## src/rtl/cache_bus_arbiter_pkg.sv

```systemverilog
// Shared definitions for the cache bus arbiter: state codes, owner encoding,
// burst constants and the line-alignment helper.
package cpu_defs;

  localparam int LINE_WORDS_DEF = 8;
  localparam logic [7:0] BURST_LEN = 8'(LINE_WORDS_DEF - 1);

  typedef logic [2:0] arbState_t;

  localparam arbState_t ST_IDLE    = 3'd0;
  localparam arbState_t ST_RD_ADDR = 3'd1;
  localparam arbState_t ST_RD_DATA = 3'd2;
  localparam arbState_t ST_WR_ADDR = 3'd3;
  localparam arbState_t ST_WR_DATA = 3'd4;
  localparam arbState_t ST_WR_RESP = 3'd5;
  localparam arbState_t ST_DONE    = 3'd6;

  typedef enum logic [1:0] {
    OWN_I  = 2'd0,
    OWN_DR = 2'd1,
    OWN_DW = 2'd2
  } arbOwner_e;

  // Clears the byte-in-word and word-in-line bits so bursts start on a line.
  function automatic logic [31:0] lineAlign(input logic [31:0] addr, input int idxW);
    logic [31:0] mask;
    mask = ~((32'd1 << (idxW + 2)) - 32'd1);
    return addr & mask;
  endfunction

endpackage

```

## src/rtl/cache_bus_arbiter_if.sv

```systemverilog
// Memory-side AXI-style burst port shared by the caches; the arbiter is the
// master, the top-level bus interface (or a memory model) is the slave.
interface cache_bus_arbiter_if;

  logic        m_ar_valid;
  logic        m_ar_ready;
  logic [31:0] m_ar_addr;
  logic [7:0]  m_ar_len;

  logic        m_r_valid;
  logic        m_r_ready;
  logic [31:0] m_r_data;
  logic        m_r_last;

  logic        m_aw_valid;
  logic        m_aw_ready;
  logic [31:0] m_aw_addr;
  logic [7:0]  m_aw_len;

  logic        m_w_valid;
  logic        m_w_ready;
  logic [31:0] m_w_data;
  logic        m_w_last;

  logic        m_b_valid;
  logic        m_b_ready;

  modport master (
    output m_ar_valid, m_ar_addr, m_ar_len,
    input  m_ar_ready,
    input  m_r_valid, m_r_data, m_r_last,
    output m_r_ready,
    output m_aw_valid, m_aw_addr, m_aw_len,
    input  m_aw_ready,
    output m_w_valid, m_w_data, m_w_last,
    input  m_w_ready,
    input  m_b_valid,
    output m_b_ready
  );

  modport slave (
    input  m_ar_valid, m_ar_addr, m_ar_len,
    output m_ar_ready,
    output m_r_valid, m_r_data, m_r_last,
    input  m_r_ready,
    input  m_aw_valid, m_aw_addr, m_aw_len,
    output m_aw_ready,
    input  m_w_valid, m_w_data, m_w_last,
    output m_w_ready,
    output m_b_valid,
    input  m_b_ready
  );

endinterface

```

## src/rtl/cache_bus_arbiter_pick.sv

```systemverilog
// Combinational priority picker: starved I-cache, then writeback, then
// D refill, then I refill.
module cache_arb_pick
  import cpu_defs::*;
#(
  parameter int STARVE_LIMIT = 4,
  parameter int CNT_W        = 3
) (
  input  logic             iReq,
  input  logic             drReq,
  input  logic             dwReq,
  input  logic [CNT_W-1:0] starveCnt,
  output logic             valid,
  output arbOwner_e        owner
);

  always_comb begin
    valid = 1'b1;
    owner = OWN_I;
    if (iReq && (starveCnt == CNT_W'(STARVE_LIMIT))) begin
      owner = OWN_I;
    end else if (dwReq) begin
      // Dirty victim must reach memory before its replacement line is read.
      owner = OWN_DW;
    end else if (drReq) begin
      owner = OWN_DR;
    end else if (iReq) begin
      owner = OWN_I;
    end else begin
      valid = 1'b0;
    end
  end

endmodule

```

## src/rtl/cache_bus_arbiter.sv

```systemverilog
// Serializes I-refill, D-refill and D-writeback line bursts onto the single
// memory port, one transaction at a time.
module cache_bus_arbiter
  import cpu_defs::*;
#(
  parameter int LINE_WORDS   = LINE_WORDS_DEF,
  parameter int IDX_W        = 3,
  parameter int STARVE_LIMIT = 4
) (
  input  logic             clk,
  input  logic             resetn,

  input  logic             i_rd_req,
  input  logic [31:0]      i_rd_addr,
  output logic             i_rvalid,
  output logic             i_rlast,

  input  logic             d_rd_req,
  input  logic [31:0]      d_rd_addr,
  output logic             d_rvalid,
  output logic             d_rlast,

  output logic [31:0]      rdata,

  input  logic             d_wr_req,
  input  logic [31:0]      d_wr_addr,
  output logic [IDX_W-1:0] d_wr_idx,
  input  logic [31:0]      d_wr_data,
  output logic             d_wr_done,

  cache_bus_arbiter_if.master bus,

  output logic             busy
);

  localparam int CNT_W = $clog2(STARVE_LIMIT + 1);
  localparam logic [IDX_W-1:0] LAST_IDX = IDX_W'(LINE_WORDS - 1);
  localparam logic [7:0] LEN = 8'(LINE_WORDS - 1);

  arbState_t        stateReg, stateNext;
  arbOwner_e        ownerReg, ownerNext;
  logic [31:0]      addrReg, addrNext;
  logic [IDX_W-1:0] cntReg, cntNext;
  logic [CNT_W-1:0] starveCntReg, starveCntNext;

  logic             pickValid;
  arbOwner_e        pickOwner;
  logic [31:0]      reqAddr;

  cache_arb_pick #(
    .STARVE_LIMIT (STARVE_LIMIT),
    .CNT_W        (CNT_W)
  ) u_pick (
    .iReq      (i_rd_req),
    .drReq     (d_rd_req),
    .dwReq     (d_wr_req),
    .starveCnt (starveCntReg),
    .valid     (pickValid),
    .owner     (pickOwner)
  );

  always_comb begin
    case (pickOwner)
      OWN_DR:  reqAddr = d_rd_addr;
      OWN_DW:  reqAddr = d_wr_addr;
      default: reqAddr = i_rd_addr;
    endcase
  end

  always_comb begin
    stateNext     = stateReg;
    ownerNext     = ownerReg;
    addrNext      = addrReg;
    cntNext       = cntReg;
    starveCntNext = starveCntReg;

    case (stateReg)
      ST_IDLE: begin
        if (!i_rd_req) begin
          starveCntNext = '0;
        end
        if (pickValid) begin
          ownerNext = pickOwner;
          addrNext  = lineAlign(reqAddr, IDX_W);
          if (pickOwner == OWN_I) begin
            starveCntNext = '0;
          end else if (i_rd_req && (starveCntReg != CNT_W'(STARVE_LIMIT))) begin
            starveCntNext = starveCntReg + 1'b1;
          end
          stateNext = (pickOwner == OWN_DW) ? ST_WR_ADDR : ST_RD_ADDR;
        end
      end

      ST_RD_ADDR: begin
        if (bus.m_ar_ready) begin
          stateNext = ST_RD_DATA;
        end
      end

      ST_RD_DATA: begin
        if (bus.m_r_valid && bus.m_r_last) begin
          stateNext = ST_DONE;
        end
      end

      ST_WR_ADDR: begin
        if (bus.m_aw_ready) begin
          stateNext = ST_WR_DATA;
          cntNext   = '0;
        end
      end

      ST_WR_DATA: begin
        if (bus.m_w_ready) begin
          if (cntReg == LAST_IDX) begin
            stateNext = ST_WR_RESP;
          end else begin
            cntNext = cntReg + 1'b1;
          end
        end
      end

      ST_WR_RESP: begin
        if (bus.m_b_valid) begin
          stateNext = ST_DONE;
        end
      end

      // One dead cycle lets the finished requester drop its level request.
      ST_DONE: stateNext = ST_IDLE;

      default: stateNext = ST_IDLE;
    endcase
  end

  always_ff @(posedge clk) begin
    if (!resetn) begin
      stateReg     <= ST_IDLE;
      ownerReg     <= OWN_I;
      addrReg      <= '0;
      cntReg       <= '0;
      starveCntReg <= '0;
    end else begin
      stateReg     <= stateNext;
      ownerReg     <= ownerNext;
      addrReg      <= addrNext;
      cntReg       <= cntNext;
      starveCntReg <= starveCntNext;
    end
  end

  logic inRdAddr, inRdData, inWrAddr, inWrData, inWrResp;

  assign inRdAddr = (stateReg == ST_RD_ADDR);
  assign inRdData = (stateReg == ST_RD_DATA);
  assign inWrAddr = (stateReg == ST_WR_ADDR);
  assign inWrData = (stateReg == ST_WR_DATA);
  assign inWrResp = (stateReg == ST_WR_RESP);

  // Bus-facing values are gated by their phase so an idle arbiter drives all zeros.
  assign bus.m_ar_valid = inRdAddr;
  assign bus.m_ar_addr  = inRdAddr ? addrReg : '0;
  assign bus.m_ar_len   = inRdAddr ? LEN : '0;
  assign bus.m_r_ready  = inRdData;

  assign bus.m_aw_valid = inWrAddr;
  assign bus.m_aw_addr  = inWrAddr ? addrReg : '0;
  assign bus.m_aw_len   = inWrAddr ? LEN : '0;
  assign bus.m_w_valid  = inWrData;
  assign bus.m_w_data   = inWrData ? d_wr_data : '0;
  assign bus.m_w_last   = inWrData && (cntReg == LAST_IDX);
  assign bus.m_b_ready  = inWrResp;

  assign i_rvalid  = inRdData && (ownerReg == OWN_I) && bus.m_r_valid;
  assign i_rlast   = i_rvalid && bus.m_r_last;
  assign d_rvalid  = inRdData && (ownerReg == OWN_DR) && bus.m_r_valid;
  assign d_rlast   = d_rvalid && bus.m_r_last;
  assign rdata     = inRdData ? bus.m_r_data : '0;

  assign d_wr_idx  = inWrData ? cntReg : '0;
  assign d_wr_done = inWrResp && bus.m_b_valid;

  assign busy = (stateReg != ST_IDLE);

endmodule

```

## src/flat_wrapper.sv

```systemverilog
// flat-port wrapper written by rule: the top's interface ports become plain ports
module cache_bus_arbiter_flat import cpu_defs::*;
#(
  parameter int LINE_WORDS   = LINE_WORDS_DEF,
  parameter int IDX_W        = 3,
  parameter int STARVE_LIMIT = 4
)
  (clk, resetn, i_rd_req, i_rd_addr, i_rvalid, i_rlast, d_rd_req, d_rd_addr, d_rvalid, d_rlast, rdata, d_wr_req, d_wr_addr, d_wr_idx, d_wr_data, d_wr_done, busy, bus_m_ar_valid, bus_m_ar_addr, bus_m_ar_len, bus_m_ar_ready, bus_m_r_valid, bus_m_r_data, bus_m_r_last, bus_m_r_ready, bus_m_aw_valid, bus_m_aw_addr, bus_m_aw_len, bus_m_aw_ready, bus_m_w_valid, bus_m_w_data, bus_m_w_last, bus_m_w_ready, bus_m_b_valid, bus_m_b_ready);
  cache_bus_arbiter_if bus_i ();
  input  logic clk;
  input  logic resetn;
  input  logic i_rd_req;
  input  logic [31:0] i_rd_addr;
  output logic i_rvalid;
  output logic i_rlast;
  input  logic d_rd_req;
  input  logic [31:0] d_rd_addr;
  output logic d_rvalid;
  output logic d_rlast;
  output logic [31:0] rdata;
  input  logic d_wr_req;
  input  logic [31:0] d_wr_addr;
  output logic [IDX_W-1:0] d_wr_idx;
  input  logic [31:0] d_wr_data;
  output logic d_wr_done;
  output logic busy;
  output wire logic [$bits(bus_i.m_ar_valid)-1:0] bus_m_ar_valid;
  output wire logic [$bits(bus_i.m_ar_addr)-1:0] bus_m_ar_addr;
  output wire logic [$bits(bus_i.m_ar_len)-1:0] bus_m_ar_len;
  input wire logic [$bits(bus_i.m_ar_ready)-1:0] bus_m_ar_ready;
  input wire logic [$bits(bus_i.m_r_valid)-1:0] bus_m_r_valid;
  input wire logic [$bits(bus_i.m_r_data)-1:0] bus_m_r_data;
  input wire logic [$bits(bus_i.m_r_last)-1:0] bus_m_r_last;
  output wire logic [$bits(bus_i.m_r_ready)-1:0] bus_m_r_ready;
  output wire logic [$bits(bus_i.m_aw_valid)-1:0] bus_m_aw_valid;
  output wire logic [$bits(bus_i.m_aw_addr)-1:0] bus_m_aw_addr;
  output wire logic [$bits(bus_i.m_aw_len)-1:0] bus_m_aw_len;
  input wire logic [$bits(bus_i.m_aw_ready)-1:0] bus_m_aw_ready;
  output wire logic [$bits(bus_i.m_w_valid)-1:0] bus_m_w_valid;
  output wire logic [$bits(bus_i.m_w_data)-1:0] bus_m_w_data;
  output wire logic [$bits(bus_i.m_w_last)-1:0] bus_m_w_last;
  input wire logic [$bits(bus_i.m_w_ready)-1:0] bus_m_w_ready;
  input wire logic [$bits(bus_i.m_b_valid)-1:0] bus_m_b_valid;
  output wire logic [$bits(bus_i.m_b_ready)-1:0] bus_m_b_ready;
  assign bus_m_ar_valid = bus_i.m_ar_valid;
  assign bus_m_ar_addr = bus_i.m_ar_addr;
  assign bus_m_ar_len = bus_i.m_ar_len;
  assign bus_i.m_ar_ready = bus_m_ar_ready;
  assign bus_i.m_r_valid = bus_m_r_valid;
  assign bus_i.m_r_data = bus_m_r_data;
  assign bus_i.m_r_last = bus_m_r_last;
  assign bus_m_r_ready = bus_i.m_r_ready;
  assign bus_m_aw_valid = bus_i.m_aw_valid;
  assign bus_m_aw_addr = bus_i.m_aw_addr;
  assign bus_m_aw_len = bus_i.m_aw_len;
  assign bus_i.m_aw_ready = bus_m_aw_ready;
  assign bus_m_w_valid = bus_i.m_w_valid;
  assign bus_m_w_data = bus_i.m_w_data;
  assign bus_m_w_last = bus_i.m_w_last;
  assign bus_i.m_w_ready = bus_m_w_ready;
  assign bus_i.m_b_valid = bus_m_b_valid;
  assign bus_m_b_ready = bus_i.m_b_ready;
  cache_bus_arbiter #(.LINE_WORDS(LINE_WORDS), .IDX_W(IDX_W), .STARVE_LIMIT(STARVE_LIMIT)) u_core (.clk(clk), .resetn(resetn), .i_rd_req(i_rd_req), .i_rd_addr(i_rd_addr), .i_rvalid(i_rvalid), .i_rlast(i_rlast), .d_rd_req(d_rd_req), .d_rd_addr(d_rd_addr), .d_rvalid(d_rvalid), .d_rlast(d_rlast), .rdata(rdata), .d_wr_req(d_wr_req), .d_wr_addr(d_wr_addr), .d_wr_idx(d_wr_idx), .d_wr_data(d_wr_data), .d_wr_done(d_wr_done), .bus(bus_i), .busy(busy));
endmodule
```

## config.mk

```make
export PLATFORM = sky130hd
export DESIGN_NAME = cache_bus_arbiter_flat
export DESIGN_NICKNAME = d
export VERILOG_FILES = /design/src/rtl/cache_bus_arbiter_pkg.sv /design/src/rtl/cache_bus_arbiter_if.sv /design/src/rtl/cache_bus_arbiter_pick.sv /design/src/rtl/cache_bus_arbiter.sv /design/src/flat_wrapper.sv
export SDC_FILE = /design/constraint.sdc
export NUM_CORES = 1
export LEC_CHECK = 0
export CORE_AREA = 2 2 130 132
export CTS_CLUSTER_SIZE = 16
export DETAILED_ROUTE_END_ITERATION = 6
export DIE_AREA = 0 0 132 134
export PLACE_DENSITY = 0.56
export SLEW_MARGIN = 20
export SYNTH_ARGS = -nofsm -noshare
export SYNTH_HDL_FRONTEND = slang
export SYNTH_SLANG_ARGS = --single-unit
```

## constraint.sdc

```tcl
create_clock -name clk -period 2.4 [get_ports clk]
set_input_delay 0.24 -clock clk [delete_from_list [all_inputs] [get_ports clk]]
set_output_delay 0.24 -clock clk [all_outputs]
set_load 0.1 [all_outputs]
```

==> key figures, run 1 <==
Status
  – Status: finished, final reports clean

CTS
  – H-tree depth: 2
  – Post-CTS setup buffer count: 0
  – Root Buffer: clkbuf_16
  – Worst skew pair latency: 280 ps
  – Max clock buf depth: 2
  – CTS tree: yes
  – Sink Count: 38
  – Register clock-pin slew on the reported worst setup and hold paths: 60 ps
  – Cts bufs inserted: 5

Placed design
  – Cell area after placement: 7860 um^2
  – Placer Congestion: 0.827
  – Placed insts: 922
  – Port bufs: 294
  – Dpl hpwl: 12.3 mm

Synthesis
  – Ys flop type: dfxtp_1
  – Count leader, synth: and2_1
  – Post-synth EDFFs: 0
  – Mean Syn Cell Area: 7.67 um^2
  – Synth Cell Area: 3350 um^2
  – Synth Instances: 437
  – #FFs+latches synth: 38
  – Post-synthesis sequential area ratio: 0.227
  – Post-synthesis async set-or-reset flop share: 0
  – Leading area contributor after synthesis: and2_1
  – Synth top cells by count: and2_1 (123), dfxtp_1 (38), nand2_1 (35), mux2i_1 (34), nor2b_1 (31)
  – Yosys top cell area share: 0.229
  – Synth warnings: 0
  – Library cells used by synthesis: 41
  – Top post-synthesis cells by area: and2_1 (23%), dfxtp_1 (23%), mux2i_1 (10%)

Setup path
  – Worst Setup End Kind: primary output
  – CP Data Arrival Time: 1930 ps
  – Worst EP required: 2160 ps
  – CP Launch Type: flip-flop
  – Crit-path max FO: 39
  – Setup Crit Path Kind: flip-flop to primary output

Routing
  – Average wire per standard cell: 15.9 um
  – DRC: 0
  – Vias: 3932
  – Vias per cell: 4.22
  – Drt total wl: 14.8 mm
  – DRT iter0 DRCs: 107
  – DRT antenna net count: 0
  – First-pass DRT Iterations: 6

GRT
  – Congestion Overflow GR: 0
  – Number of global-route vias before repair: 3998
  – Pin count of the biggest net entering global routing: 55
  – Total GRT Usage: 0.162
  – Initial antenna violation count: 2
  – First-pass GRT wire length: 22.5 mm

STA
  – Final Hold Fails: 0
  – Tcrit/Tclk final: 0.903
  – Minimum clock period: 2170 ps
  – RSZ-0062 raised after global routing: no
  – Final setup TNS: 0 ps
  – Worst Skew: 3.69 ps
  – # setup viols final: 0
  – Maximum clock rate: 0.462 GHz
  – Pins over their slew limit: 0

Power
  – Tot Pwr: 7.55 mW
  – Max IR drop VDD: 0.395 mV
  – Leak Pwr: 3.27 nW
  – PwrDens: 943 nW/um^2

Floorplanning
  – Initial core utilization: 0.206
  – DIE AREA: 17700 um^2
  – Core Box Area: 16300 um^2
  – Io pins: 330
  – Row Count: 47
  – Die X: 132 um
  – Die height: 134 um

Final layout
  – Fin area: 8020 um^2
  – Layout cell share with drive strength beyond 1: 0.280
  – Final net count: 888
  – Fin cells: 931
  – Area Overhead vs Synth: 139%
  – Fill cells: 1492

Hold path
  – Worst hold path type: flip-flop to flip-flop

Run
  – Max-cap violation count: 0
[through the flow]
step | worst slack [ps] | hold slack [ps] | util
after floorplan | -154 | 386 | -
after global placement | 200 | 477 | 0.483
after detailed placement | 179 | 485 | 0.483
after CTS | 47.7 | 495 | 0.492
after global routing | 95.2 | 518 | 0.492
final | 233 | 495 | 0.492
[path summary, 6_finish.rpt]
path / startpoint / to / slack (ps) / cells past startpoint
setup reg to reg: u_core.starveCntReg[0] / u_core.addrReg[31] / 390 / 11
hold reg to reg: u_core.cntReg[2] / u_core.cntReg[2] / 490 / 2
setup / recovery: u_core.stateReg[0] / bus_m_w_data[5] / 230 / 4
hold / removal: u_core.cntReg[2] / u_core.cntReg[2] / 490 / 2
[kinds of logic after synthesis]
logic type | Yosys count | synth area share
DFF | 38 | 0.227
muxes | 34 | 0.101
buffers and inverters | 68 | 0.112
and+or+nand+nor | 221 | 0.400
AOI/OAI and AO/OA | 67 | 0.129
adders and majority gates | 8 | 0.0299
other | 1 | 0.00112
[per-layer routing]
| layer | track usage | vias to the layer above | wire length (um) |
|---|---|---|---|
| li1 | - | 1949 | - |
| met1 | 0.167 | 1779 | 5320 |
| met2 | 0.313 | 194 | 7930 |
| met3 | 0.0616 | 10 | 1390 |
| met4 | 0.0314 | 0 | 129 |
| met5 | 0 | - | 0 |
[cell type report]
type / instances / area [um^2] / area share
diodes: 1 / 2.50 / 0.000312
clock buffers: 7 / 143 / 0.0178
clock inverters: 1 / 5.00 / 0.000624
inverters: 8 / 32.5 / 0.00406
multi-input cells: 350 / 2360 / 0.294
flip-flops and latches: 38 / 761 / 0.0949
well taps: 220 / 275 / 0.0343
repair buffers: 306 / 4440 / 0.554
[power by group]
group / internal, mW / switching [mW]
clock network: 0.412 / 0.259
logic: 2.14 / 3.82
registers: 0.777 / 0.151
total: 3.33 / 4.23
[cell usage in the layout (no fill, tap or decap), types with 2 or more instances in the layout]
cell	count
clkdlybuf4s50_1	155
buf_12	140
and2_1	95
dfxtp_1	38
nand2_1	35
mux2i_1	34
nor2b_1	31
o21ai_0	29
and2_2	28
a22oi_1	28
conb_1	20
buf_4	11
ha_1	8
inv_1	6
clkbuf_16	5
nand3_1	4
or3b_1	3
nor2_1	3
nand2b_1	3
a21boi_1	3
nand3b_1	2
and3b_1	2
[timing repair]
item                       4_1_cts  5_1_grt
hold buffers                     0        0
setup endpoints to repair        0       36
gates resized for setup          0        2
[flip-flops by register name, summed over array words and instances (netlist names)]
signal               flops
u_core.cntReg            3
u_core.stateReg          3
u_core.addrReg          27
u_core.ownerReg          2
u_core.starveCntReg      3
[worst max-delay path, cell delays in order, from the launching register on]
cell and delay, ps:
dfxtp_1 430, or3b_1 510, inv_4 270, and2_1 240, buf_12 190
(Power assumes the default switching activity.)
==> run 2: changes to the inputs <==
--- a/config.mk
+++ b/config.mk
@@ -9,6 +9,7 @@
 export CTS_CLUSTER_SIZE = 16
 export DETAILED_ROUTE_END_ITERATION = 6
 export DIE_AREA = 0 0 132 134
+export GPL_ROUTABILITY_DRIVEN = 0
 export PLACE_DENSITY = 0.56
 export SLEW_MARGIN = 20
 export SYNTH_ARGS = -nofsm -noshare
==> results of run 2 <==
Same layout as run 1: the final DEF is identical, and so are final timing and power.
